===== src/rtl/f32_addsub_arbiter.sv =====
// Round-robin front end for two requesters sharing one combinational float32 add/sub datapath.
// Operands are held on DP_* for WAIT_CYCLES cycles before the result is captured and returned.
module f32_addsub_arbiter #(
    parameter int WAIT_CYCLES = 2,
    parameter int CNT_W       = 8
) (
    input  logic             CLK,
    input  logic             RESET_N,
    input  logic             REQ0_VALID,
    output logic             REQ0_READY,
    input  logic [31:0]      REQ0_A,
    input  logic [31:0]      REQ0_B,
    input  logic             REQ0_OP,
    input  logic             REQ1_VALID,
    output logic             REQ1_READY,
    input  logic [31:0]      REQ1_A,
    input  logic [31:0]      REQ1_B,
    input  logic             REQ1_OP,
    output logic             RSP0_VALID,
    input  logic             RSP0_READY,
    output logic             RSP1_VALID,
    input  logic             RSP1_READY,
    output logic [31:0]      RSP_R,
    output logic             RSP_UNDERFLOW,
    output logic             RSP_OVERFLOW,
    output logic [31:0]      DP_A,
    output logic [31:0]      DP_B,
    output logic             DP_OP,
    input  logic [31:0]      DP_R,
    input  logic             DP_UNDERFLOW,
    input  logic             DP_OVERFLOW,
    output logic             BUSY,
    output logic [CNT_W-1:0] OVF_COUNT
);

    localparam int SET_W = $clog2(WAIT_CYCLES + 1);

    generate
        if (WAIT_CYCLES < 1 || WAIT_CYCLES > 15) begin : g_bad_wait
            $error("WAIT_CYCLES must be in the range 1..15");
        end
    endgenerate

    typedef enum logic [1:0] {
        IDLE,
        SETTLE,
        RESP
    } state_t;

    state_t           state_q, state_d;
    logic             last_grant_q, last_grant_d;
    logic             grant_q, grant_d;
    logic [SET_W-1:0] cnt_q, cnt_d;
    logic [31:0]      dp_a_q, dp_a_d;
    logic [31:0]      dp_b_q, dp_b_d;
    logic             dp_op_q, dp_op_d;
    logic [31:0]      rsp_r_q, rsp_r_d;
    logic             rsp_unf_q, rsp_unf_d;
    logic             rsp_ovf_q, rsp_ovf_d;
    logic [CNT_W-1:0] ovf_cnt_q, ovf_cnt_d;

    logic             winner;
    logic             rsp_done;

    // On a tie the requester that was not served last wins; otherwise the lone valid one wins.
    always_comb begin
        winner = REQ1_VALID;
        if (REQ0_VALID && REQ1_VALID) begin
            winner = ~last_grant_q;
        end
    end

    assign REQ0_READY = (state_q == IDLE) && REQ0_VALID && !winner;
    assign REQ1_READY = (state_q == IDLE) && REQ1_VALID && winner;
    assign rsp_done   = (state_q == RESP) && (grant_q ? RSP1_READY : RSP0_READY);

    always_comb begin
        state_d      = state_q;
        last_grant_d = last_grant_q;
        grant_d      = grant_q;
        cnt_d        = cnt_q;
        dp_a_d       = dp_a_q;
        dp_b_d       = dp_b_q;
        dp_op_d      = dp_op_q;
        rsp_r_d      = rsp_r_q;
        rsp_unf_d    = rsp_unf_q;
        rsp_ovf_d    = rsp_ovf_q;
        ovf_cnt_d    = ovf_cnt_q;
        case (state_q)
            IDLE: begin
                if (REQ0_READY) begin
                    dp_a_d  = REQ0_A;
                    dp_b_d  = REQ0_B;
                    dp_op_d = REQ0_OP;
                    grant_d = 1'b0;
                    cnt_d   = '0;
                    state_d = SETTLE;
                end else if (REQ1_READY) begin
                    dp_a_d  = REQ1_A;
                    dp_b_d  = REQ1_B;
                    dp_op_d = REQ1_OP;
                    grant_d = 1'b1;
                    cnt_d   = '0;
                    state_d = SETTLE;
                end
            end
            SETTLE: begin
                cnt_d = cnt_q + SET_W'(1);
                if (cnt_q == SET_W'(WAIT_CYCLES - 1)) begin
                    rsp_r_d   = DP_R;
                    rsp_unf_d = DP_UNDERFLOW;
                    rsp_ovf_d = DP_OVERFLOW;
                    if (DP_OVERFLOW && (ovf_cnt_q != {CNT_W{1'b1}})) begin
                        ovf_cnt_d = ovf_cnt_q + CNT_W'(1);
                    end
                    state_d = RESP;
                end
            end
            RESP: begin
                if (rsp_done) begin
                    last_grant_d = grant_q;
                    state_d      = IDLE;
                end
            end
            default: begin
                state_d = IDLE;
            end
        endcase
    end

    always_ff @(posedge CLK or negedge RESET_N) begin
        if (!RESET_N) begin
            state_q      <= IDLE;
            last_grant_q <= 1'b1;
            grant_q      <= 1'b0;
            cnt_q        <= '0;
            dp_a_q       <= '0;
            dp_b_q       <= '0;
            dp_op_q      <= 1'b0;
            rsp_r_q      <= '0;
            rsp_unf_q    <= 1'b0;
            rsp_ovf_q    <= 1'b0;
            ovf_cnt_q    <= '0;
        end else begin
            state_q      <= state_d;
            last_grant_q <= last_grant_d;
            grant_q      <= grant_d;
            cnt_q        <= cnt_d;
            dp_a_q       <= dp_a_d;
            dp_b_q       <= dp_b_d;
            dp_op_q      <= dp_op_d;
            rsp_r_q      <= rsp_r_d;
            rsp_unf_q    <= rsp_unf_d;
            rsp_ovf_q    <= rsp_ovf_d;
            ovf_cnt_q    <= ovf_cnt_d;
        end
    end

    assign RSP0_VALID    = (state_q == RESP) && !grant_q;
    assign RSP1_VALID    = (state_q == RESP) && grant_q;
    assign RSP_R         = rsp_r_q;
    assign RSP_UNDERFLOW = rsp_unf_q;
    assign RSP_OVERFLOW  = rsp_ovf_q;
    assign DP_A          = dp_a_q;
    assign DP_B          = dp_b_q;
    assign DP_OP         = dp_op_q;
    assign BUSY          = (state_q != IDLE);
    assign OVF_COUNT     = ovf_cnt_q;

endmodule

===== config.mk =====
export PLATFORM = sky130hd
export DESIGN_NAME = f32_addsub_arbiter
export DESIGN_NICKNAME = d
export VERILOG_FILES = /design/src/rtl/f32_addsub_arbiter.sv
export SDC_FILE = /design/constraint.sdc
export NUM_CORES = 1
export LEC_CHECK = 0
export BUFFER_PORTS_ARGS = -buffer_cell sky130_fd_sc_hd__buf_2
export CAP_MARGIN = 20
export CORE_ASPECT_RATIO = 1.2
export CORE_UTILIZATION = 25
export DETAILED_ROUTE_END_ITERATION = 16
export HOLD_SLACK_MARGIN = 0.1
export PLACE_DENSITY_LB_ADDON = 0.3
export SYNTH_ARGS = -nofsm -noshare
export SYNTH_HDL_FRONTEND = slang
export SYNTH_SLANG_ARGS = --single-unit

===== constraint.sdc =====
create_clock -name CLK -period 1.65 [get_ports CLK]
set_input_delay 0.4125 -clock CLK [delete_from_list [all_inputs] [get_ports CLK]]
set_output_delay 0.4125 -clock CLK [all_outputs]
set_load 0.01 [all_outputs]

## Word level (Yosys, flattened, before mapping)

Cells that the tools add are included.

- Output and inout bits: 112
- Flip-flop bits (word level): 113
- Logic and storage cells: 60
- Input bits: 170

- Bitwise operators: 1
- Equality and inequality tests: 7
- Multiplexer cells: 18
- Reductions and logical operators: 21
- $add $sub $neg: 2

Operator list:

| cell | number |
|---|---|
| two-way mux 32 bit | 4 |
| two-way mux 2 bit | 6 |
| logical AND 1 bit | 9 |
| adder 8 x 1 -> 8 bit (second input constant) | 1 |
| != test 8 bit (second input constant) | 1 |
| AND reduction 2 bit | 4 |
| two-way mux 1 bit | 6 |
| case mux 2 bit (3 select lines) | 1 |
| AND reduction 3 bit | 2 |
| nonzero test 2 bit | 3 |
| equality test 2 x 1 -> 1 bit (second input constant) | 2 |
| != test 2 bit (second input constant) | 2 |
| case mux 2 bit (2 select lines) | 1 |
| != test 3 bit (second input constant) | 1 |
| adder 2 x 1 -> 2 bit (second input constant) | 1 |
| equality test 2 bit (second input constant) | 1 |
| logical NOT 1 bit | 2 |
| logical NOT 2 bit | 1 |
| inverter 1 bit | 1 |

## Logic depth before layout (Yosys ltp)

Gate-level depths: netlist (run 1).

- Depth in word-level cells: 6
- Mapped depth: 7
- Depth with buffers taken out: 6

## Worst setup path after synthesis (run 1)

No wires, ideal clock.

- Path type: reg2reg
- From: register cnt_q[1]
- To: register ovf_cnt_q[7], in the netlist OVF_COUNT[7]
- Setup time: 128 ps
- Clock period less this slack: 1598 ps
- Setup slack: 52 ps
- Buffers on the path: 1
- Arrival: 1470 ps
- Data required time: 1522 ps
- Cell stages (with the launch flop): 8
- Cells stage by stage: dfrtp_1 -> inv_1 -> ha_1 -> and3b_1 -> buf_4 -> nand4_4 -> nor3_2 -> mux2_1

- Longest elaborated chain between the ends: 2

Ends and longest elaborated chain:

| what | RTL line | text |
|---|---|---|
| from (decl) | 53 | `logic [SET_W-1:0] cnt_q, cnt_d;` |
| from (signal assigned) | 148 | `cnt_q <= cnt_d;` |
| equality test 2 x 1 -> 1 bit | 109 | `if (cnt_q == SET_W'(WAIT_CYCLES - 1)) begin` |
| AND reduction 3 bit (no line) | -- |  |
| to (signal assigned) | 155 | `ovf_cnt_q <= ovf_cnt_d;` |
| to (decl) | 60 | `logic [CNT_W-1:0] ovf_cnt_q, ovf_cnt_d;` |

No other way between the ends.
A chain may end at the register's enable or synchronous reset.

## Worst setup path after layout (run 1)

- From: register state_q[1]
- To: output port REQ0_READY

- Longest elaborated chain between the ends: 3

Ends and longest elaborated chain:

| what | RTL line | text |
|---|---|---|
| from (decl) | 50 | `state_t state_q, state_d;` |
| from (signal assigned) | 145 | `state_q <= state_d;` |
| logical NOT 2 bit | 73 | `assign REQ0_READY = (state_q == IDLE) && REQ0_VALID && !winner;` |
| logical AND 1 bit (2 in a row) | 73 |  |
| to (decl) | 10 | `output logic REQ0_READY,` |

No other way between the ends.

==> reports/qor.yml, run 1 <==
power_and_ir_drop:
  share_seq_of_total_power: 0.329
  power.switching_mw: 5.03
  comb_power_share: 0.414
  power_density_nw_per_um2: 1970
  p_sw_frac: 0.346
  p_leak_nw: 3.85
  max-vdd-ir-drop_uv: 607
  p_clk_frac: 0.257
  internal-power_mw: 9.50
route:
  via_per_inst: 4.39
  dr.first_iter.drc_count: 160
  detail-route-antenna-nets: 0
  remaining_drc_errors: 0
  wl_met3_um: 829
  dr.pass1.iters: 4
  wl_met1_mm: 5.90
  highest_layer: "met4"
  wl_met2_mm: 6.89
  avgRoutedWirePerCell_um: 13.9
  vias: 4412
  routed_wl_mm: 13.9
yosys:
  synthTopCellsByCount: "dfrtp_1, nand2_1, a221o_1"
  syn_inst: 433
  synth_nets: 605
  ys_seq_area_frac: 0.590
  yosys_warnings: 0
  synth_adder_area_share: 0.00522
  synth.area.top_cells: "dfrtp_1, a221o_1, nand2_1, and2_0, and2_1"
  syn_area_sq_um: 4800
  yosysTopAreaCellShare: 0.584
  postSynthAreaPerCell_sq_um: 11.1
  synth_ff_type: "dfrtp_1"
  synthMuxAreaShare: 0.0141
  yosys.area.top_type: "dfrtp_1"
  synth_edf_count: 0
  ys_ff_latch: 113
  synthXorXnorAreaFrac: 0.00548
  synthDistinctLibCells: 32
  async_reset_ff_frac: 1.00
  synth_top_family_by_area: "simple AND/OR/NAND/NOR gates"
  synth.most_common_cell: "dfrtp_1"
  synth_compound_area_frac: 0.150
  synthSimpleGateAreaFrac: 0.205
worst_setup_path:
  crit_path_end_kind: "primary output"
  cpPeakStageDelay_ns: 0.44
  worstPathMaxFanout: 6
  rr_startpoint: "cnt_q[1]"
  r2r_slack_ns: 0.10
  cpMaxStageDelayCell: "dfrtp_2"
  crit_required_ns: 1.24
  critPathKind: "reg -> out"
  critPathTopFamily: "flip-flops"
  cp-start-kind: "flip-flop"
  r2r_cells: 6
  crit_chain: "nor2_4 > nand2_1 > a21oi_4 > buf_2"
  path_buf_inv: 1
  r2r_end: "OVF_COUNT[6]"
  crit_arrival_ns: 1.40
clock_network:
  clk_pin_slew_ns: 0.05
  cts.sinks: 113
  cts_tree: "built"
  cts_root_buf: "clkbuf_16"
  cts_made_buffers: 17
  worstSkewPairLatency_ns: 0.41
  clockBufferDepth: 2
  htreeDepth: 4
die:
  io_pins: 282
  die_x_um: 128
  core_sq_um: 18900
  fp-row-count: 55
  start_util: 0.254
  die_h_um: 154
  dieArea_sq_um: 19800
outcome:
  violations: "negative setup slack"
  outcome: "finished, violations left"
run:
  cap_violations: 0
timing:
  finClkSkew_ns: 0.00730
  fin_hold_ws_ns: 0.195
  rsz0062_at_grt: "true"
  setup_violations: 5
  fmax_mhz: 553
  hold_violations: 0
  slew_viol_final: 0
  layout_min_cycle_time_ns: 1.81
  timing.final.crit_share: 1.10
  relSlewSlack: 0.646
  fin_ws_ns: -0.160
  tightest_slew_ns: 0.531
placement:
  dp.final_hpwl_mm: 9.89
  place_inst: 967
  portBuffers: 281
  gp_congestion: 0.774
  place_ws_ns: -0.0582
grt:
  track_usage: 0.145
  grt_pass1_vias: 4438
  gr-total-overflow: 0
  grt_max_degree: 73
  grt_pass1_wl_mm: 22.0
  antenna_found_initial: 1
layout:
  area_growth_pct: 53.4
  drive_above_1_share: 0.479
  nets: 906
  final_cell_count_no_fill: 1004
worst_hold_path:
  whs_path_depth: 3
  min_from: "DP_R[12]"
  hold_class: "in -> reg"
  hold_end: "RSP_R[12]"
[cells by family after synthesis]
| group | count (synthesis) |
|---|---|
| DFF | 113 |
| and+or+nand+nor | 201 |
| adders and majority gates | 2 |
| xor gates and xnor gates | 3 |
| buffers and inverters | 31 |
| AOI/OAI and AO/OA | 77 |
| muxes | 6 |
[layout make-up]
class | count | area (sq um)
fillers | 1920 | 11500
diodes | 1 | 2.50
flip-flops and latches | 113 | 2830
clock buffers | 22 | 474
repair buffers | 310 | 1710
multi-input cells | 289 | 1880
well taps | 256 | 320
inverters | 3 | 11.3
clock inverters | 10 | 133
[through the flow]
step,power [mW],instance area (sq um),TNS [ns],util
after floorplan,8.16,4800,0,-
after global placement,10.8,6680,-0.0195,0.354
after detailed placement,10.8,6680,-0.0582,0.354
after CTS,14.7,7320,-0.805,0.388
after global routing,15.6,7360,-1.09,0.390
final,14.5,7360,-0.645,0.390
[placed cells by master (no fill, tap or decap), types with 2 or more instances in the layout]
cell type,Yosys,routed
nand2b_1,3,3
clkinvlp_4,0,3
and2_1,29,28
a221o_1,65,65
nor2_1,7,6
buf_12,0,6
dfrtp_1,112,111
clkbuf_16,0,17
and2_0,37,37
clkinv_2,0,4
bufinv_16,0,3
o21ai_0,5,5
buf_2,13,279
buf_4,2,23
a21oi_1,4,3
xor2_1,2,2
a21oi_4,0,2
mux2_2,5,5
clkbuf_8,0,3
nand3_1,7,7
nand2_1,110,110
clkbuf_1,12,2
inv_1,3,3
[power by group through the flow]
stage / Sequential, mW / Clock [mW] / Combinational (mW)
2_1_floorplan: 5.37 / 0 / 2.80
3_3_place_gp: 4.81 / 0 / 5.95
3_5_place_dp: 4.76 / 0 / 6.04
4_1_cts: 4.77 / 3.88 / 6.08
5_1_grt: 4.95 / 3.99 / 6.69
6_report: 4.78 / 3.74 / 6.01
[flip-flops by register name (all words and copies together) (netlist names)]
register	count
cnt_q	2
RSP_OVERFLOW	1
RSP_UNDERFLOW	1
DP_A	32
last_grant_q	1
OVF_COUNT	8
DP_OP	1
DP_B	32
grant_q	1
state_q	2
RSP_R	32
[how the worst max path moves through the flow]
| stage | from | end | slack [ns] | depth (start not counted) |
|---|---|---|---|---|
| finish | state_q[1] | REQ0_READY | -0.16 | 4 |
| global route | state_q[0] | RSP0_VALID | -0.25 | 4 |
| CTS | state_q[0] | REQ1_READY | -0.20 | 4 |
| detailed placement | cnt_q[1] | OVF_COUNT[7] | -0.06 | 6 |
| floorplan | cnt_q[1] | OVF_COUNT[7] | 0.05 | 7 |
| global placement | cnt_q[1] | OVF_COUNT[7] | -0.02 | 6 |
[routing by layer]
layer / up-vias / GRT usage
li1: 2135 / -
met1: 2078 / 0.166
met2: 184 / 0.249
met3: 15 / 0.0424
met4: 0 / 0.0644
met5: - / 0
[worst min-delay path, cell delays in order]
cell,delay [ns]
buf_2,0.08
nand2_1,0.04
nand2_1,0.04
[timing repair]
item | 4_1_cts | 5_1_grt
hold buffers | 1 | 0
gates resized for setup | 3 | 7
gates cloned | 0 | 0
pin swaps | 0 | 2
setup buffers | 3 | 0
setup endpoints to repair | 6 | 21
endpoints found under the hold margin | 71 | 0
Note: power is estimated with default switching activity, not from simulation.
==> run 2: changes to the inputs <==
--- a/config.mk
+++ b/config.mk
@@ -12,6 +12,7 @@
 export DETAILED_ROUTE_END_ITERATION = 16
 export HOLD_SLACK_MARGIN = 0.1
 export PLACE_DENSITY_LB_ADDON = 0.3
+export RECOVER_POWER = 50
 export SYNTH_ARGS = -nofsm -noshare
 export SYNTH_HDL_FRONTEND = slang
 export SYNTH_SLANG_ARGS = --single-unit
==> reports/qor.yml, run 2 (synthesis gave the netlist of run 1 again) <==
power_and_ir_drop:
  p_leak_nw: 3.69
  power_density_nw_per_um2: 1980
  totalPowerFinal_mw: 14.4
  max-vdd-ir-drop_uv: 609
placement:
  gp_congestion: 0.774
  dp.final_hpwl_mm: 9.89
  portBuffers: 281
  dpl_cell_area_sq_um: 6680
  place_ws_ns: -0.0582
outcome:
  outcome: "finished, violations left"
  violations: "negative setup slack"
worst_setup_path:
  cpPeakStageDelay_ns: 0.44
  crit_path_end_kind: "primary output"
  crit_required_ns: 1.24
  critPathTopFamily: "flip-flops"
  crit_arrival_ns: 1.40
  cp-start-kind: "flip-flop"
  worstPathMaxFanout: 6
  path_buf_inv: 1
  crit_chain: "nor2_4 > nand2_1 > a21oi_4 > buf_2"
  critPathKind: "reg -> out"
  cpMaxStageDelayCell: "dfrtp_2"
route:
  dr.first_iter.drc_count: 157
  dr.pass1.iters: 4
  remaining_drc_errors: 0
  routed_wl_mm: 14.0
  detail-route-antenna-nets: 0
  avgRoutedWirePerCell_um: 13.9
  vias: 4410
  via_per_inst: 4.39
clock_network:
  cts_made_buffers: 17
  htreeDepth: 4
  clk_pin_slew_ns: 0.05
  cts_tree: "built"
  cts.sinks: 113
  worstSkewPairLatency_ns: 0.40
  cts_root_buf: "clkbuf_16"
  clockBufferDepth: 2
grt:
  grt_pass1_wl_mm: 22.0
  grt_max_degree: 73
  grt_pass1_vias: 4438
  antenna_found_initial: 1
  track_usage: 0.145
  gr-total-overflow: 0
worst_hold_path:
  hold_class: "in -> reg"
layout:
  mostFrequentLayoutCells: "buf_2, dfrtp_1, nand2_1, a221o_1, clkbuf_1"
  nets: 906
  layout_commonest_cell: "buf_2"
  fin_area_sq_um: 7270
  area_growth_pct: 51.6
  drive_above_1_share: 0.419
die:
  dieArea_sq_um: 19800
  start_util: 0.254
  io_pins: 282
  core_sq_um: 18900
  die_h_um: 154
  fp-row-count: 55
  die_x_um: 128
timing:
  slew_viol_final: 0
  finalSetupTns_ns: -0.652
  finClkSkew_ns: 0.00449
  fmax_mhz: 552
  hold_violations: 0
  fin_hold_ws_ns: 0.196
  tightest_slew_ns: 1.01
  layout_min_cycle_time_ns: 1.81
  rsz0062_at_grt: "true"
  fin_ws_ns: -0.161
  setup_violations: 5
  relSlewSlack: 0.324
  timing.final.crit_share: 1.10
run:
  cap_violations: 0
==> run 2: layer usage <==
layer | share of wire | vias to the layer above | GRT usage
met5 | 0 | - | 0
li1 | - | 2135 | -
met4 | 0.027 | 0 | 0.0644
met3 | 0.057 | 16 | 0.0424
met2 | 0.49 | 180 | 0.249
met1 | 0.43 | 2079 | 0.166
==> run 2: path summary, 6_finish.rpt <==
kind,cells after the start,end,slack [ns],start
setup / recovery,4,REQ0_READY,-0.16,state_q[1]
hold / removal,3,RSP_R[12],0.20,DP_R[12]
setup reg to reg,6,OVF_COUNT[6],0.10,cnt_q[1]
hold reg to reg,2,RSP_R[17],0.47,RSP_R[17]
max in group asynchronous,3,state_q[1],0.10,RESET_N
min in group asynchronous,3,OVF_COUNT[5],0.80,RESET_N
==> run 2: through the flow <==
stage          std cells   util
2_1_floorplan        433      -
3_3_place_gp         967  0.354
3_5_place_dp         967  0.354
4_1_cts             1003  0.388
5_1_grt             1004  0.386
6_report            1004  0.386
==> run 2: timing repair <==
item	CTS	global route
resized for setup	3	7
pin swaps	0	2
setup buffers	3	0
endpoints found under the hold margin	71	0
hold buffers	1	0
endpoints found under the setup margin	6	21
==> run 2: power by group <==
| group | leakage (nW) | switching, mW | internal [mW] |
|---|---|---|---|
| sequential | 1.40 | 0.699 | 4.10 |
| clock | 0.292 | 1.26 | 2.48 |
| combinational | 2.00 | 3.09 | 2.74 |
==> run 2: cell type report <==
type,count,area [sq um]
fillers,1942,11600
flip-flops and latches,113,2830
multi-input cells,289,1880
repair buffers,310,1620
clock buffers,22,474
well taps,256,320
clock inverters,10,133
inverters,3,11.3
diodes,1,2.50
==> run 2: worst reg2reg max path, stage by stage, from the launching register on <==
cell and delay (ns):
dfrtp_1 0.37, inv_1 0.09, ha_4 0.14, and3b_2 0.24, nand4_4 0.14, nor2_2 0.13, mux2_2 0.33
